$ cat src/rtl/hazard_stall_ctrl_pkg.sv
// Shared definitions for the pipeline hazard stall/flush controller:
// Tuse/Tnew encodings, shadow-record field widths and the record types.
package hazard_stall_ctrl_pkg;

    // Tuse: how many cycles after D the operand is first consumed.
    localparam logic [1:0] TUSE_D    = 2'd0;
    localparam logic [1:0] TUSE_E    = 2'd1;
    localparam logic [1:0] TUSE_M    = 2'd2;
    localparam logic [1:0] TUSE_NONE = 2'd3;

    // Tnew: how many cycles after entering E the result becomes available.
    localparam logic [1:0] TNEW_ZERO = 2'd0;
    localparam logic [1:0] TNEW_ALU  = 2'd1;
    localparam logic [1:0] TNEW_LOAD = 2'd2;

    // Shadow-record field widths.
    localparam int REC_ADDR_W = 5;
    localparam int REC_TNEW_W = 2;

    // MDU busy counter width; it must be able to hold the divide latency.
    localparam int MD_CNT_W = 4;

    // Destination/Tnew pair tracked for every in-flight producer.
    typedef struct packed {
        logic [REC_ADDR_W-1:0] addr;
        logic [REC_TNEW_W-1:0] tnew;
    } gpr_rec_t;

    // E-stage record: the GPR pair plus the MDU start flag and divide flag.
    // The M-stage copy keeps only the GPR pair, because the MDU flags are
    // consumed as the instruction leaves E.
    typedef struct packed {
        gpr_rec_t gpr;
        logic     md_start;
        logic     md_div;
    } e_rec_t;

    // Tnew ages by one per stage and never goes below zero.
    function automatic logic [REC_TNEW_W-1:0] tnew_age(input logic [REC_TNEW_W-1:0] t);
        return (t == '0) ? '0 : t - REC_TNEW_W'(1);
    endfunction

endpackage

$ cat src/rtl/hazard_stall_ctrl_md_busy_counter.sv
// Multiply/divide unit busy tracker: loads the instruction latency when a
// mult/div sits in E, then counts down to zero; busy while nonzero.
module md_busy_counter
    import hazard_stall_ctrl_pkg::*;
#(
    parameter int MULT_CYCLES = 5,
    parameter int DIV_CYCLES  = 10,
    parameter int CNT_W       = MD_CNT_W
) (
    input  logic clk,
    input  logic reset,
    input  logic load,
    input  logic load_div,
    output logic busy
);

    localparam logic [CNT_W-1:0] MULT_LD = CNT_W'(MULT_CYCLES);
    localparam logic [CNT_W-1:0] DIV_LD  = CNT_W'(DIV_CYCLES);

    logic [CNT_W-1:0] cnt_q;
    logic [CNT_W-1:0] cnt_d;

    // Next count: reset clears, a start reloads, otherwise count down to 0.
    always_comb begin
        cnt_d = cnt_q;
        if (reset) begin
            cnt_d = '0;
        end else if (load) begin
            cnt_d = load_div ? DIV_LD : MULT_LD;
        end else if (cnt_q != '0) begin
            cnt_d = cnt_q - CNT_W'(1);
        end
    end

    // Counter register.
    always_ff @(posedge clk) begin
        cnt_q <= cnt_d;
    end

    assign busy = (cnt_q != '0);

endmodule

$ cat src/rtl/hazard_stall_ctrl.sv
// Stall/flush controller for the 5-stage pipeline. Keeps shadow records of
// the destinations and Tnew of the E and M instructions, compares them with
// the D-stage operand Tuse, and stalls HI/LO users while the MDU is busy.
// One stall decision drives PC hold, D register hold and E register flush.
//
// Handshake: there is no valid/ready pair here; stall is a same-cycle
// combinational response to the D inputs and the registered records, and
// the D instruction advances into E exactly on a cycle where stall is 0.
module hazard_stall_ctrl
    import hazard_stall_ctrl_pkg::*;
#(
    parameter int MULT_CYCLES = 5,
    parameter int DIV_CYCLES  = 10
) (
    input  logic       clk,
    input  logic       reset,
    input  logic [4:0] D_rs,
    input  logic [4:0] D_rt,
    input  logic [1:0] D_tuse_rs,
    input  logic [1:0] D_tuse_rt,
    input  logic [4:0] D_wr_addr,
    input  logic [1:0] D_tnew,
    input  logic       D_md_start,
    input  logic       D_md_div,
    input  logic       D_md_use,
    output logic       F_PC_STALL,
    output logic       D_REG_STALL,
    output logic       E_REG_FLUSH,
    output logic       md_busy
);

    e_rec_t   e_rec_q;
    e_rec_t   e_rec_d;
    gpr_rec_t m_rec_q;
    gpr_rec_t m_rec_d;

    logic rs_stall;
    logic rt_stall;
    logic md_stall;
    logic stall;

    // GPR hazard check. A Tuse of 3 can never stall because Tnew is at most
    // 2. W is not checked since its result is always ready. Register $0 is
    // hard-wired and never forms a hazard.
    always_comb begin
        rs_stall = 1'b0;
        rt_stall = 1'b0;
        if (D_rs != 5'd0) begin
            rs_stall = ((D_rs == e_rec_q.gpr.addr) && (e_rec_q.gpr.tnew > D_tuse_rs)) ||
                       ((D_rs == m_rec_q.addr)     && (m_rec_q.tnew     > D_tuse_rs));
        end
        if (D_rt != 5'd0) begin
            rt_stall = ((D_rt == e_rec_q.gpr.addr) && (e_rec_q.gpr.tnew > D_tuse_rt)) ||
                       ((D_rt == m_rec_q.addr)     && (m_rec_q.tnew     > D_tuse_rt));
        end
    end

    // HI/LO users wait while the MDU counts, and also in the cycle the
    // mult/div is in E, before the counter has been loaded.
    always_comb begin
        md_stall = D_md_use & (md_busy | e_rec_q.md_start);
        stall    = rs_stall | rt_stall | md_stall;
    end

    // Record shift: E ages into M; D enters E unless stalled, in which case
    // E receives a bubble. A stalled mult/div therefore never starts the MDU.
    always_comb begin
        m_rec_d      = e_rec_q.gpr;
        m_rec_d.tnew = tnew_age(e_rec_q.gpr.tnew);
        e_rec_d      = '0;
        if (!stall) begin
            e_rec_d.gpr.addr = D_wr_addr;
            e_rec_d.gpr.tnew = D_tnew;
            e_rec_d.md_start = D_md_start;
            e_rec_d.md_div   = D_md_div;
        end
        if (reset) begin
            m_rec_d = '0;
            e_rec_d = '0;
        end
    end

    // Shadow record registers.
    always_ff @(posedge clk) begin
        e_rec_q <= e_rec_d;
        m_rec_q <= m_rec_d;
    end

    md_busy_counter #(
        .MULT_CYCLES (MULT_CYCLES),
        .DIV_CYCLES  (DIV_CYCLES),
        .CNT_W       (MD_CNT_W)
    ) u_md_busy_counter (
        .clk      (clk),
        .reset    (reset),
        .load     (e_rec_q.md_start),
        .load_div (e_rec_q.md_div),
        .busy     (md_busy)
    );

    // All pipeline controls are released while reset is held.
    assign F_PC_STALL  = stall & ~reset;
    assign D_REG_STALL = stall & ~reset;
    assign E_REG_FLUSH = stall & ~reset;

endmodule

$ cat config.mk
export PLATFORM = sky130hd
export DESIGN_NAME = hazard_stall_ctrl
export DESIGN_NICKNAME = d
export VERILOG_FILES = /design/src/rtl/hazard_stall_ctrl_pkg.sv /design/src/rtl/hazard_stall_ctrl_md_busy_counter.sv /design/src/rtl/hazard_stall_ctrl.sv
export SDC_FILE = /design/constraint.sdc
export NUM_CORES = 1
export LEC_CHECK = 0
export BUFFER_PORTS_ARGS = -buffer_cell sky130_fd_sc_hd__buf_2
export CAP_MARGIN = 20
export CORE_MARGIN = 3
export CORE_UTILIZATION = 55
export DETAILED_ROUTE_END_ITERATION = 6
export PLACE_DENSITY = 0.82
export SYNTH_ARGS = -nofsm -noshare
export SYNTH_HDL_FRONTEND = slang
export SYNTH_SLANG_ARGS = --single-unit
export TNS_END_PERCENT = 10
$ cat constraint.sdc
create_clock -name clk -period 5.1 [get_ports clk]
set_clock_uncertainty 0.2 [all_clocks]
set_input_delay 0.255 -clock clk [delete_from_list [all_inputs] [get_ports clk]]
set_output_delay 0.255 -clock clk [all_outputs]
set_load 0.01 [all_outputs]
Yosys cells after proc, flatten, opt, wreduce, memory -nomap -nowiden:

Cells that the tools add are included.

* output and inout port bits: 4
* register bits: 20
* word-level logic and storage cells: 41
* bits of input ports: 26

* $add $sub $neg: 2
* $lt $le $gt $ge: 4
* bitwise gates (word level): 6
* reduce and logical (&&, ||, !) cells: 13
* equality and inequality tests: 4
* mux-type cells: 5

Operators with widths (number)
* $eq A5 B5 Y1: 4
* $mux W4: 3
* $reduce_bool A5 Y1: 2
* $gt A2 B2 Y1: 4
* $logic_and A1 B1 Y1: 4
* $reduce_bool A4 Y1: 1
* $reduce_or A2 Y1: 2
* $sub A4 B1 Y4 const B: 1
* $or A1 B1 Y1: 3
* $and A1 B1 Y1: 2
* $logic_not A2 Y1: 1
* $logic_or A1 B1 Y1: 2
* $mux W1: 2
* $reduce_bool A2 Y1: 1
* $sub A2 B1 Y2 const B: 1
* $not A1 Y1: 1

Longest topological paths before layout:

Gate-level depths: netlist of the first run.

* depth after elaboration: 7
* mapped depth: 9
* mapped depth without buffers: 7

By module:

A second synthesis of the first run with hierarchy kept.

* cell total of the unflattened synthesis: 134
* area, all modules: 1256.2 um^2

Modules (own cells, without submodules)
* hazard_stall_ctrl: instances 1, area each 1023.5 um^2, seq. area each 320.3 um^2, cells an instance 108
* md_busy_counter: instances 1, area each 232.7 um^2, seq. area each 80.1 um^2, cells an instance 26

Least setup slack after synthesis of the first run:

No wires, ideal clock.

* path type: reg2out
* start point: reg u_md_busy_counter.cnt_q[0]
* end point: out E_REG_FLUSH
* arrival time: 1833 ps
* slack: 2812 ps
* required time: 4645 ps
* buffers on the path: 3
* stages on the path, launching flop included: 9
* path through: dfxtp_1 > inv_1 > ha_1 > or3b_1 > buf_2 > o21a_1 > clkbuf_2 > o31a_1 > buf_4

* longest elaborated chain between the ends: 5

Ends and longest elaborated chain
* from (decl): RTL line hazard_stall_ctrl_md_busy_counter.sv:20 `logic [CNT_W-1:0] cnt_q;`
* from (signal assigned): RTL line hazard_stall_ctrl_md_busy_counter.sv:37 `cnt_q <= cnt_d;`
* $reduce_bool A4 Y1: RTL line hazard_stall_ctrl_md_busy_counter.sv:40 `assign busy = (cnt_q != '0);`
* net md_busy: RTL line hazard_stall_ctrl.sv:29 `output logic md_busy`
* $or A1 B1 Y1: RTL line hazard_stall_ctrl.sv:61 `md_stall = D_md_use & (md_busy | e_rec_q.md_start);`
* $and A1 B1 Y1: RTL line hazard_stall_ctrl.sv:61
* $or A1 B1 Y1: RTL line hazard_stall_ctrl.sv:62 `stall = rs_stall | rt_stall | md_stall;`
* $and A1 B1 Y1
* to (decl): RTL line hazard_stall_ctrl.sv:28 `output logic E_REG_FLUSH,`

The timed path passes the listed nets, and every way through them passes these cells.

Final worst setup path of the first run:

* start point: reg e_rec_q[2] in the netlist's numbering
* end point: out E_REG_FLUSH

* longest elaborated chain between the ends: 7
* elaborated cells on any way between the ends: 11
* classes of those cells: order compare: 2; mux: 2; bitwise: 3; reduce/logical: 4

Ends and longest elaborated chain
* from (decl): RTL line hazard_stall_ctrl.sv:32 `e_rec_t e_rec_q;`
* from (signal assigned): RTL line hazard_stall_ctrl.sv:85 `e_rec_q <= e_rec_d;`
* $gt A2 B2 Y1, on equally long branches: RTL line hazard_stall_ctrl.sv:49, hazard_stall_ctrl.sv:53
* $logic_and A1 B1 Y1, on equally long branches: RTL line hazard_stall_ctrl.sv:49, hazard_stall_ctrl.sv:53
* $logic_or A1 B1 Y1, on equally long branches: RTL line hazard_stall_ctrl.sv:49, hazard_stall_ctrl.sv:53
* $mux W1, on equally long branches: RTL line hazard_stall_ctrl.sv:48, hazard_stall_ctrl.sv:52
* $or A1 B1 Y1 (*) (2 in series): RTL line hazard_stall_ctrl.sv:62
* $and A1 B1 Y1 (*): RTL line hazard_stall_ctrl.sv:104 `assign E_REG_FLUSH = stall & ~reset;`

Every way passes the cells marked *; elsewhere a longest branch is shown, timed or not.

==> results of run 1 <==
logic make-up (layout without fill, tap and decap cells):
kind of cell / after synthesis / in the layout / synth area share
DFF: 20 / 20 / 0.324
adders and majority gates: 11 / 11 / 0.111
and+or+nand+nor: 46 / 46 / 0.245
xor gates and xnor gates: 23 / 23 / 0.163
buffers and inverters: 17 / 50 / 0.0719
AOI/OAI and AO/OA: 15 / 15 / 0.0841
final timing paths:
kind / start / to / cells past startpoint
min: D_wr_addr[2] / e_rec_q[6]$_SDFF_PP0_ / 3
max reg2reg: e_rec_q[2]$_SDFF_PP0_ / e_rec_q[8]$_SDFF_PP0_ / 7
min reg2reg: e_rec_q[2]$_SDFF_PP0_ / m_rec_q[0]$_SDFF_PP0_ / 1
max: e_rec_q[2]$_SDFF_PP0_ / E_REG_FLUSH / 8
layout by cell type (no fill, tap or decap), types with 3 or more instances in the layout:
master	instances
sky130_fd_sc_hd__nor2_1	4
sky130_fd_sc_hd__buf_2	29
sky130_fd_sc_hd__xor2_1	8
sky130_fd_sc_hd__ha_1	11
sky130_fd_sc_hd__inv_1	9
sky130_fd_sc_hd__clkbuf_4	3
sky130_fd_sc_hd__nand2_1	12
sky130_fd_sc_hd__nor4_2	9
sky130_fd_sc_hd__dlygate4sd3_1	7
sky130_fd_sc_hd__dfxtp_1	20
sky130_fd_sc_hd__nor3_1	3
sky130_fd_sc_hd__xnor2_1	15
sky130_fd_sc_hd__a21oi_1	4
sky130_fd_sc_hd__nor2b_1	8
layer usage:
metal / part of all wire / vias to the layer above / global-route usage
li1: - / 524 / -
met1: 0.41 / 475 / 0.212
met2: 0.54 / 24 / 0.382
met3: 0.040 / 6 / 0.0338
met4: 0.014 / 0 / 0.0894
met5: 0 / - / 0
where the power goes:
part | internal [mW] | switching [mW]
combinational | 0.108 | 0.118
clock | 0.0435 | 0.0441
sequential | 0.188 | 0.0277
total | 0.339 | 0.190
cell type report:
type | count | area, sq um
timing repair buffer | 36 | 215
sequential | 20 | 400
clock buffer | 4 | 36.3
fill | 152 | 573
multi-input combinational | 95 | 746
inverter | 10 | 37.5
tap | 27 | 33.8
flip-flops by register name, summed over array words and instances, names as in the netlist:
register                 cells
m_rec_q                      7
u_md_busy_counter.cnt_q      4
e_rec_q                      9
metrics by stage:
stage               hold slack [ns]  area [sq um]  setup slack, ns  utilization
global route               0.000304          1470             2.06        0.719
global placement              0.222          1360             2.64        0.667
CTS                         0.00613          1470             2.23        0.719
finish                      0.00742          1470             2.21        0.719
detailed placement            0.244          1360             2.57        0.667
floorplan                     0.127          1230             2.81            -
worst reg2reg max path, delay by kind of cell (launching register included):
| family | cells | cell delay [ns] |
|---|---|---|
| buffers and inverters | 1 | 0.09 |
| AND/OR/NAND/NOR | 4 | 0.59 |
| AO/OA/AOI/OAI | 1 | 0.53 |
| adder cells (fa/ha/maj) | 1 | 0.29 |
| flip-flops | 1 | 0.36 |
==> flow_metrics.py, run 1 <==
metrics = {
    "die": {
        "ioPinCount": 30,
        "chipWidth_um": 53.4,
        "core_footprint_sq_um": 2040,
        "floorplan.die.height_um": 53.4,
        "die_footprint_sq_um": 2850,
        "rows": 16,
        "effective_utilization_at_floorplan": 0.605,
    },
    "synthesis": {
        "synth_async_sr_flop_share": 0,
        "ys_types": 30,
        "sequential_element_share_of_the_synthesized_area": 0.324,
        "synth_commonest_cells": "20 x sky130_fd_sc_hd__dfxtp_1, 15 x sky130_fd_sc_hd__xnor2_1, 12 x sky130_fd_sc_hd__nand2_1",
        "yosys_register_bits": 20,
        "synth_top_area_frac": 0.324,
        "synth_most_common_cell": "sky130_fd_sc_hd__dfxtp_1",
        "number_of_enable_flip_flop_cells_after_synthesis": 0,
        "synthesis.yosys.warnings": 0,
        "netlist_instances": 132,
        "ys.flop_type": "sky130_fd_sc_hd__dfxtp_1",
        "post_synth_instance_area_sq_um": 1230,
        "average_cell_area_after_synthesis_sq_um": 9.36,
        "synth.area.top_cells": "sky130_fd_sc_hd__dfxtp_1 32%, sky130_fd_sc_hd__ha_1 11%, sky130_fd_sc_hd__xnor2_1 11%",
        "synthDominantAreaCellType": "sky130_fd_sc_hd__dfxtp_1",
        "mappedNetlistNets": 169,
    },
    "critical_path": {
        "cp-end-kind": "output port",
        "cp.arrival_ns": 2.43,
        "critPathBufInv": 2,
        "reg2reg_setup_slack_ns": 2.90,
        "cp.required_ns": 4.64,
        "worstSetupStartpointType": "register",
        "path_max_fanout": 10,
        "crit_type": "register to output port",
        "critical-path-top-delay-family": "compound AO/OA/AOI/OAI gates",
        "worst_path_largest_cell_delay_ns": 0.53,
        "crit_slowest_cell": "sky130_fd_sc_hd__o22a_1",
        "crit_path_cells": "inv_1, ha_1, nand2_1, nand4_1, nor4_1, o22a_1, o31a_1, buf_2",
    },
    "detailed_routing": {
        "route.detailed.wl_per_inst_um": 13.5,
        "via_count": 1029,
        "dr.pass1.iters": 2,
        "wirelength_um": 2590,
        "via_per_inst": 5.36,
        "detail-route-antenna-nets": 0,
        "drc": 0,
        "drt_iter0_drc": 3,
    },
    "grt": {
        "grt_max_degree": 13,
        "global_route.overflow_total": 0,
        "grt_antenna_before_repair": 0,
        "number_of_global_route_vias_before_repair": 987,
        "groute.usage.overall": 0.201,
        "grt_pass1_wl_um": 4090,
    },
    "clock_network": {
        "tritoncts": "done",
        "clock-root-buffer": "sky130_fd_sc_hd__clkbuf_4",
        "clock_path_buffers": 2,
        "clkTransAtPathRegs_ns": 0.11,
        "clock_latency_on_the_worst_skew_pair_ns": 0.30,
        "postCtsResizedCells": 0,
        "cts.htree.levels": 1,
        "number_of_cts_inserted_buffers": 3,
        "tritoncts_num_sinks": 20,
        "post_cts_buffers": 0,
        "cts-hold-fix-buffers": 7,
    },
    "run_status": {
        "outcome": "finished clean",
    },
    "power": {
        "pwr_density_cell_nw_per_um2": 360,
        "power.static_leakage_nw": 0.631,
        "sum_of_internal_switching_and_leakage_power_mw": 0.529,
        "irDropWorstVdd_mv": 0.291,
    },
    "timing": {
        "setup_tns_ns": 0,
        "final-setup-viol-count": 0,
        "layout_worst_path_cycle_share": 0.566,
        "timing_hold_violations_final": 0,
        "min_period_ns": 2.89,
        "fmax_ghz": 0.346,
        "slew_violations": 0,
        "tightest_slew_ns": 0.538,
        "setup_repair_after_global_routing_missed_its_margin": "false",
        "timing.slew.headroom": 0.642,
    },
    "job": {
        "cap_viol_max_count": 0,
    },
    "layout": {
        "area_growth_syn_to_layout_pct": 18.9,
        "final_cells": 192,
        "drive_above_1_share": 0.255,
        "antennaDiodeCount": 0,
        "fin_nets": 203,
    },
    "min_path": {
        "hold_path_class": "primary input to register",
    },
    "placed_design": {
        "place_hpwl_um": 2080,
        "place.gp.congestion": 0.847,
        "port_buffers": 29,
        "cell_count_after_placement": 181,
    },
}
No activity file was read; power rests on OpenSTA's default activity.
==> run 2: changes to the inputs <==
Settings changed: CORE_UTILIZATION 55 to 52, PLACE_DENSITY 0.82 to 0.78.
Clock period 5.1 ns to 2.7 ns, I/O delays scaled along.
==> flow_metrics.py, run 2 (same netlist as run 1, synthesis figures left out) <==
metrics = {
    "run_status": {
        "outcome": "finished clean",
    },
    "layout": {
        "antennaDiodeCount": 0,
        "layout.cells.most_common_list": "29 x sky130_fd_sc_hd__buf_2, 20 x sky130_fd_sc_hd__dfxtp_1, 15 x sky130_fd_sc_hd__xnor2_1",
        "registers.top_by_ff_count": "e_rec_q",
        "drive_above_1_share": 0.254,
        "most_common_cell_after_layout_fill_and_taps_aside": "sky130_fd_sc_hd__buf_2",
        "ff_latch_area_sq_um": 400,
        "multi_input_area_sq_um": 746,
        "reg.largest.list": "e_rec_q (9), m_rec_q (7), u_md_busy_counter.cnt_q (4)",
        "fin_nets": 208,
        "area_growth_syn_to_layout_pct": 21.6,
        "fillers": 193,
        "post-route-util": 0.672,
        "largest_register_ffs": 9,
    },
    "die": {
        "die_footprint_sq_um": 3000,
        "chipWidth_um": 54.7,
        "ioPinCount": 30,
        "core_footprint_sq_um": 2230,
        "rows": 17,
        "effective_utilization_at_floorplan": 0.553,
        "floorplan.die.height_um": 54.7,
    },
    "power": {
        "pwr_density_cell_nw_per_um2": 651,
        "irDropWorstVdd_mv": 0.557,
        "power.static_leakage_nw": 0.647,
    },
    "clock_network": {
        "cts.htree.levels": 1,
        "number_of_cts_inserted_buffers": 3,
        "clock-root-buffer": "sky130_fd_sc_hd__clkbuf_4",
        "tritoncts_num_sinks": 20,
        "tritoncts": "done",
        "clock_path_buffers": 2,
        "clock_latency_on_the_worst_skew_pair_ns": 0.29,
        "clkTransAtPathRegs_ns": 0.10,
        "post_cts_buffers": 0,
    },
    "detailed_routing": {
        "drt_iter0_drc": 4,
        "detail-route-antenna-nets": 0,
        "route.detailed.wl_per_inst_um": 13.9,
        "dr.pass1.iters": 2,
        "drc": 0,
        "via_per_inst": 5.25,
        "wirelength_um": 2740,
        "via_count": 1035,
    },
    "timing": {
        "setup_tns_ns": 0,
        "timing_hold_violations_final": 0,
        "final-setup-viol-count": 0,
        "min_period_ns": 2.52,
        "layout_worst_path_cycle_share": 0.932,
        "slew_violations": 0,
        "timing.slew.headroom": 0.672,
        "fmax_ghz": 0.397,
        "tightest_slew_ns": 0.492,
        "setup_repair_after_global_routing_missed_its_margin": "false",
    },
    "job": {
        "cap_viol_max_count": 0,
    },
    "critical_path": {
        "cp.arrival_ns": 2.18,
        "cp-end-kind": "output port",
        "crit_type": "register to output port",
        "path_max_fanout": 10,
        "cp.required_ns": 2.37,
        "worstSetupStartpointType": "register",
    },
    "grt": {
        "grt_max_degree": 13,
        "grt_antenna_before_repair": 0,
        "global_route.overflow_total": 0,
        "grt_pass1_wl_um": 4480,
        "number_of_global_route_vias_before_repair": 1050,
        "groute.usage.overall": 0.211,
    },
    "placed_design": {
        "port_buffers": 29,
        "place_hpwl_um": 2120,
        "place.gp.congestion": 0.865,
    },
    "min_path": {
        "hold_path_class": "primary input to register",
    },
}
## run 2: changes by cell type in the layout (fill, tap and decap cells not counted)
cell / delta
sky130_fd_sc_hd__clkbuf_8: -1
sky130_fd_sc_hd__dlygate4sd3_1: +3
sky130_fd_sc_hd__buf_4: +2
## run 2: path summary, 6_finish.rpt
path | cells after the start | from | to | slack [ns]
min | 4 | D_rs[0] | e_rec_q[1]$_SDFF_PP0_ | 0.23
max | 6 | u_md_busy_counter.cnt_q[0]$_SDFFE_PP0N_ | F_PC_STALL | 0.18
max reg2reg | 8 | e_rec_q[2]$_SDFF_PP0_ | e_rec_q[6]$_SDFF_PP0_ | 0.67
min reg2reg | 1 | e_rec_q[2]$_SDFF_PP0_ | m_rec_q[0]$_SDFF_PP0_ | 0.24
## run 2: stage by stage
stage,instances,hold WS [ns],total power [mW],setup slack [ns],cell area (sq um)
3_5_place_dp,184,0.186,0.835,0.544,1380
2_1_floorplan,132,0.00661,0.743,0.532,1230
3_3_place_gp,184,0.187,0.804,0.617,1380
5_1_grt,197,0.250,1.06,0.0604,1500
6_report,197,0.227,0.978,0.184,1500
4_1_cts,197,0.223,0.978,0.206,1500
## run 2: layout make-up
| class | instances | share of cell area |
|---|---|---|
| multi-input cells | 95 | 0.497 |
| flip-flops and latches | 20 | 0.267 |
| inverters | 10 | 0.0250 |
| well taps | 28 | 0.0233 |
| clock buffers | 3 | 0.0150 |
| repair buffers | 41 | 0.173 |
## run 2: critical path, cell delays in order (launching register included)
cell	delay (ns)
sky130_fd_sc_hd__dfxtp_1	0.35
sky130_fd_sc_hd__inv_1	0.08
sky130_fd_sc_hd__ha_1	0.14
sky130_fd_sc_hd__or3b_1	0.45
sky130_fd_sc_hd__o21a_1	0.38
sky130_fd_sc_hd__o31a_1	0.34
sky130_fd_sc_hd__buf_2	0.15
## run 2: per-layer routing
metal | track usage | vias to the layer above | share of wire
met3 | 0.0409 | 6 | 0.038
met5 | 0 | - | 0
met2 | 0.402 | 23 | 0.53
met1 | 0.234 | 476 | 0.41
met4 | 0.0498 | 0 | 0.012
li1 | - | 530 | -
## run 2: what timing repair did
item	4_1_cts	5_1_grt
endpoints found under the setup margin	0	0
gates resized for setup	0	0
hold endpoints to repair	20	0
hold buffers	10	0
## run 2: power breakdown
part	internal [mW]	switching (mW)	total (mW)
Sequential	0.354	0.0538	0.408
Clock	0.0518	0.0794	0.131
Combinational	0.211	0.228	0.439
Total	0.617	0.361	0.978
==> run 3: changes to the inputs <==
Settings changed: RECOVER_POWER from default to 100.
==> flow_metrics.py, run 3 (same netlist as run 1, synthesis figures left out) <==
metrics = {
    "power": {
        "comb_power_share": 0.441,
        "irDropWorstVdd_mv": 0.547,
        "reg_power_frac": 0.423,
        "power.clock.fraction": 0.136,
        "switching_share": 0.370,
        "power_report.internal_total_mw": 0.609,
        "pwr_density_cell_nw_per_um2": 658,
        "power.static_leakage_nw": 0.630,
        "power.net_switching_mw": 0.357,
    },
    "timing": {
        "setup_tns_ns": 0,
        "setup_repair_after_global_routing_missed_its_margin": "false",
        "timing_hold_violations_final": 0,
        "min_period_ns": 2.49,
        "slew_violations": 0,
        "tightest_slew_ns": 0.517,
        "hold_worst_slack_ns": 0.207,
        "layout_worst_path_cycle_share": 0.922,
        "final-setup-viol-count": 0,
        "fmax_ghz": 0.402,
        "timing.slew.headroom": 0.655,
    },
    "detailed_routing": {
        "route.detailed.wl_per_inst_um": 13.9,
        "drc": 0,
        "drt_iter0_drc": 3,
        "wirelength_um": 2740,
        "detail-route-antenna-nets": 0,
        "dr.pass1.iters": 2,
        "via_count": 1033,
        "via_per_inst": 5.24,
    },
    "layout": {
        "reg.largest.list": "e_rec_q (9), m_rec_q (7), u_md_busy_counter.cnt_q (4)",
        "fillers": 195,
        "area_growth_syn_to_layout_pct": 18.9,
        "fin_area_sq_um": 1470,
        "layout.cells.most_common_list": "26 x sky130_fd_sc_hd__buf_2, 20 x sky130_fd_sc_hd__dfxtp_1, 15 x sky130_fd_sc_hd__xnor2_1",
        "most_common_cell_after_layout_fill_and_taps_aside": "sky130_fd_sc_hd__buf_2",
        "fin_nets": 208,
        "final_cells": 197,
        "antennaDiodeCount": 0,
        "registers.top_by_ff_count": "e_rec_q",
        "drive_above_1_share": 0.207,
        "largest_register_ffs": 9,
    },
    "die": {
        "chipWidth_um": 54.7,
        "ioPinCount": 30,
        "rows": 17,
        "core_footprint_sq_um": 2230,
        "die_footprint_sq_um": 3000,
        "effective_utilization_at_floorplan": 0.553,
        "floorplan.die.height_um": 54.7,
    },
    "placed_design": {
        "place_hpwl_um": 2120,
        "place.gp.congestion": 0.865,
        "cell_area_reported_after_detailed_placement_sq_um": 1380,
        "port_buffers": 29,
        "cell_count_after_placement": 184,
    },
    "clock_network": {
        "post_cts_buffers": 0,
        "cts.htree.levels": 1,
        "cts-hold-fix-buffers": 10,
        "clock_latency_on_the_worst_skew_pair_ns": 0.29,
        "clkTransAtPathRegs_ns": 0.10,
        "number_of_cts_inserted_buffers": 3,
        "clock-root-buffer": "sky130_fd_sc_hd__clkbuf_4",
        "clock_path_buffers": 2,
        "tritoncts_num_sinks": 20,
        "postCtsResizedCells": 0,
        "tritoncts": "done",
    },
    "critical_path": {
        "cp-end-kind": "output port",
        "worstSetupStartpointType": "register",
        "path_max_fanout": 10,
        "crit_type": "register to output port",
        "cp.arrival_ns": 2.15,
        "cp.required_ns": 2.37,
    },
    "min_path": {
        "hold_path_class": "primary input to register",
    },
    "grt": {
        "grt_pass1_wl_um": 4480,
        "groute.usage.overall": 0.211,
        "grt_max_degree": 13,
        "number_of_global_route_vias_before_repair": 1050,
        "global_route.overflow_total": 0,
        "grt_antenna_before_repair": 0,
    },
    "job": {
        "cap_viol_max_count": 0,
    },
    "run_status": {
        "outcome": "finished clean",
    },
}
run 3: cell types whose count changed in the layout (fill, tap and decap cells not counted), sizes merged:
cell	before	now
buf	31	27
clkbuf	3	7
run 3: path summary, 6_finish.rpt:
path                                      startpoint                    end  slack [ns]  cells past startpoint
max          u_md_busy_counter.cnt_q[0]$_SDFFE_PP0N_             F_PC_STALL        0.21                      6
min                                         D_md_use  e_rec_q[1]$_SDFF_PP0_        0.21                      3
max reg2reg                    e_rec_q[3]$_SDFF_PP0_  e_rec_q[8]$_SDFF_PP0_        0.40                      7
min reg2reg                    e_rec_q[2]$_SDFF_PP0_  m_rec_q[0]$_SDFF_PP0_        0.24                      1
run 3: power by group through the flow:
stage	sequential (mW)	clock, mW	combinational (mW)
4_1_cts	0.409	0.133	0.436
6_report	0.408	0.131	0.426
5_1_grt	0.417	0.145	0.482
3_5_place_dp	0.414	0	0.421
2_1_floorplan	0.399	0	0.344
3_3_place_gp	0.410	0	0.394
run 3: critical path: stages, from the launching register on:
cell	delay, ns
sky130_fd_sc_hd__dfxtp_1	0.35
sky130_fd_sc_hd__inv_1	0.08
sky130_fd_sc_hd__ha_1	0.14
sky130_fd_sc_hd__or3b_1	0.45
sky130_fd_sc_hd__o21a_1	0.35
sky130_fd_sc_hd__o31a_1	0.32
sky130_fd_sc_hd__buf_2	0.15
run 3: area by class of cell:
type / instances / area, sq um / share of cell area
clock buffer: 3 / 22.5 / 0.0153
inverter: 10 / 37.5 / 0.0256
multi-input combinational: 95 / 721 / 0.491
sequential: 20 / 400 / 0.273
tap: 28 / 35.0 / 0.0239
timing repair buffer: 41 / 253 / 0.172
run 3: per-layer routing:
metal | vias up | routed length, um | global-route usage | share of wire
li1 | 528 | - | - | -
met1 | 476 | 1140 | 0.234 | 0.42
met2 | 23 | 1460 | 0.402 | 0.53
met3 | 6 | 102 | 0.0409 | 0.037
met4 | 0 | 32 | 0.0498 | 0.012
met5 | - | 0 | 0 | 0
run 3: per-stage QoR:
step / utilization / setup WS (ns) / power (mW)
after floorplan: - / 0.532 / 0.743
after global routing: 0.658 / 0.0476 / 1.04
after CTS: 0.672 / 0.206 / 0.978
final: 0.658 / 0.212 / 0.966
after detailed placement: 0.617 / 0.544 / 0.835
after global placement: 0.617 / 0.617 / 0.804
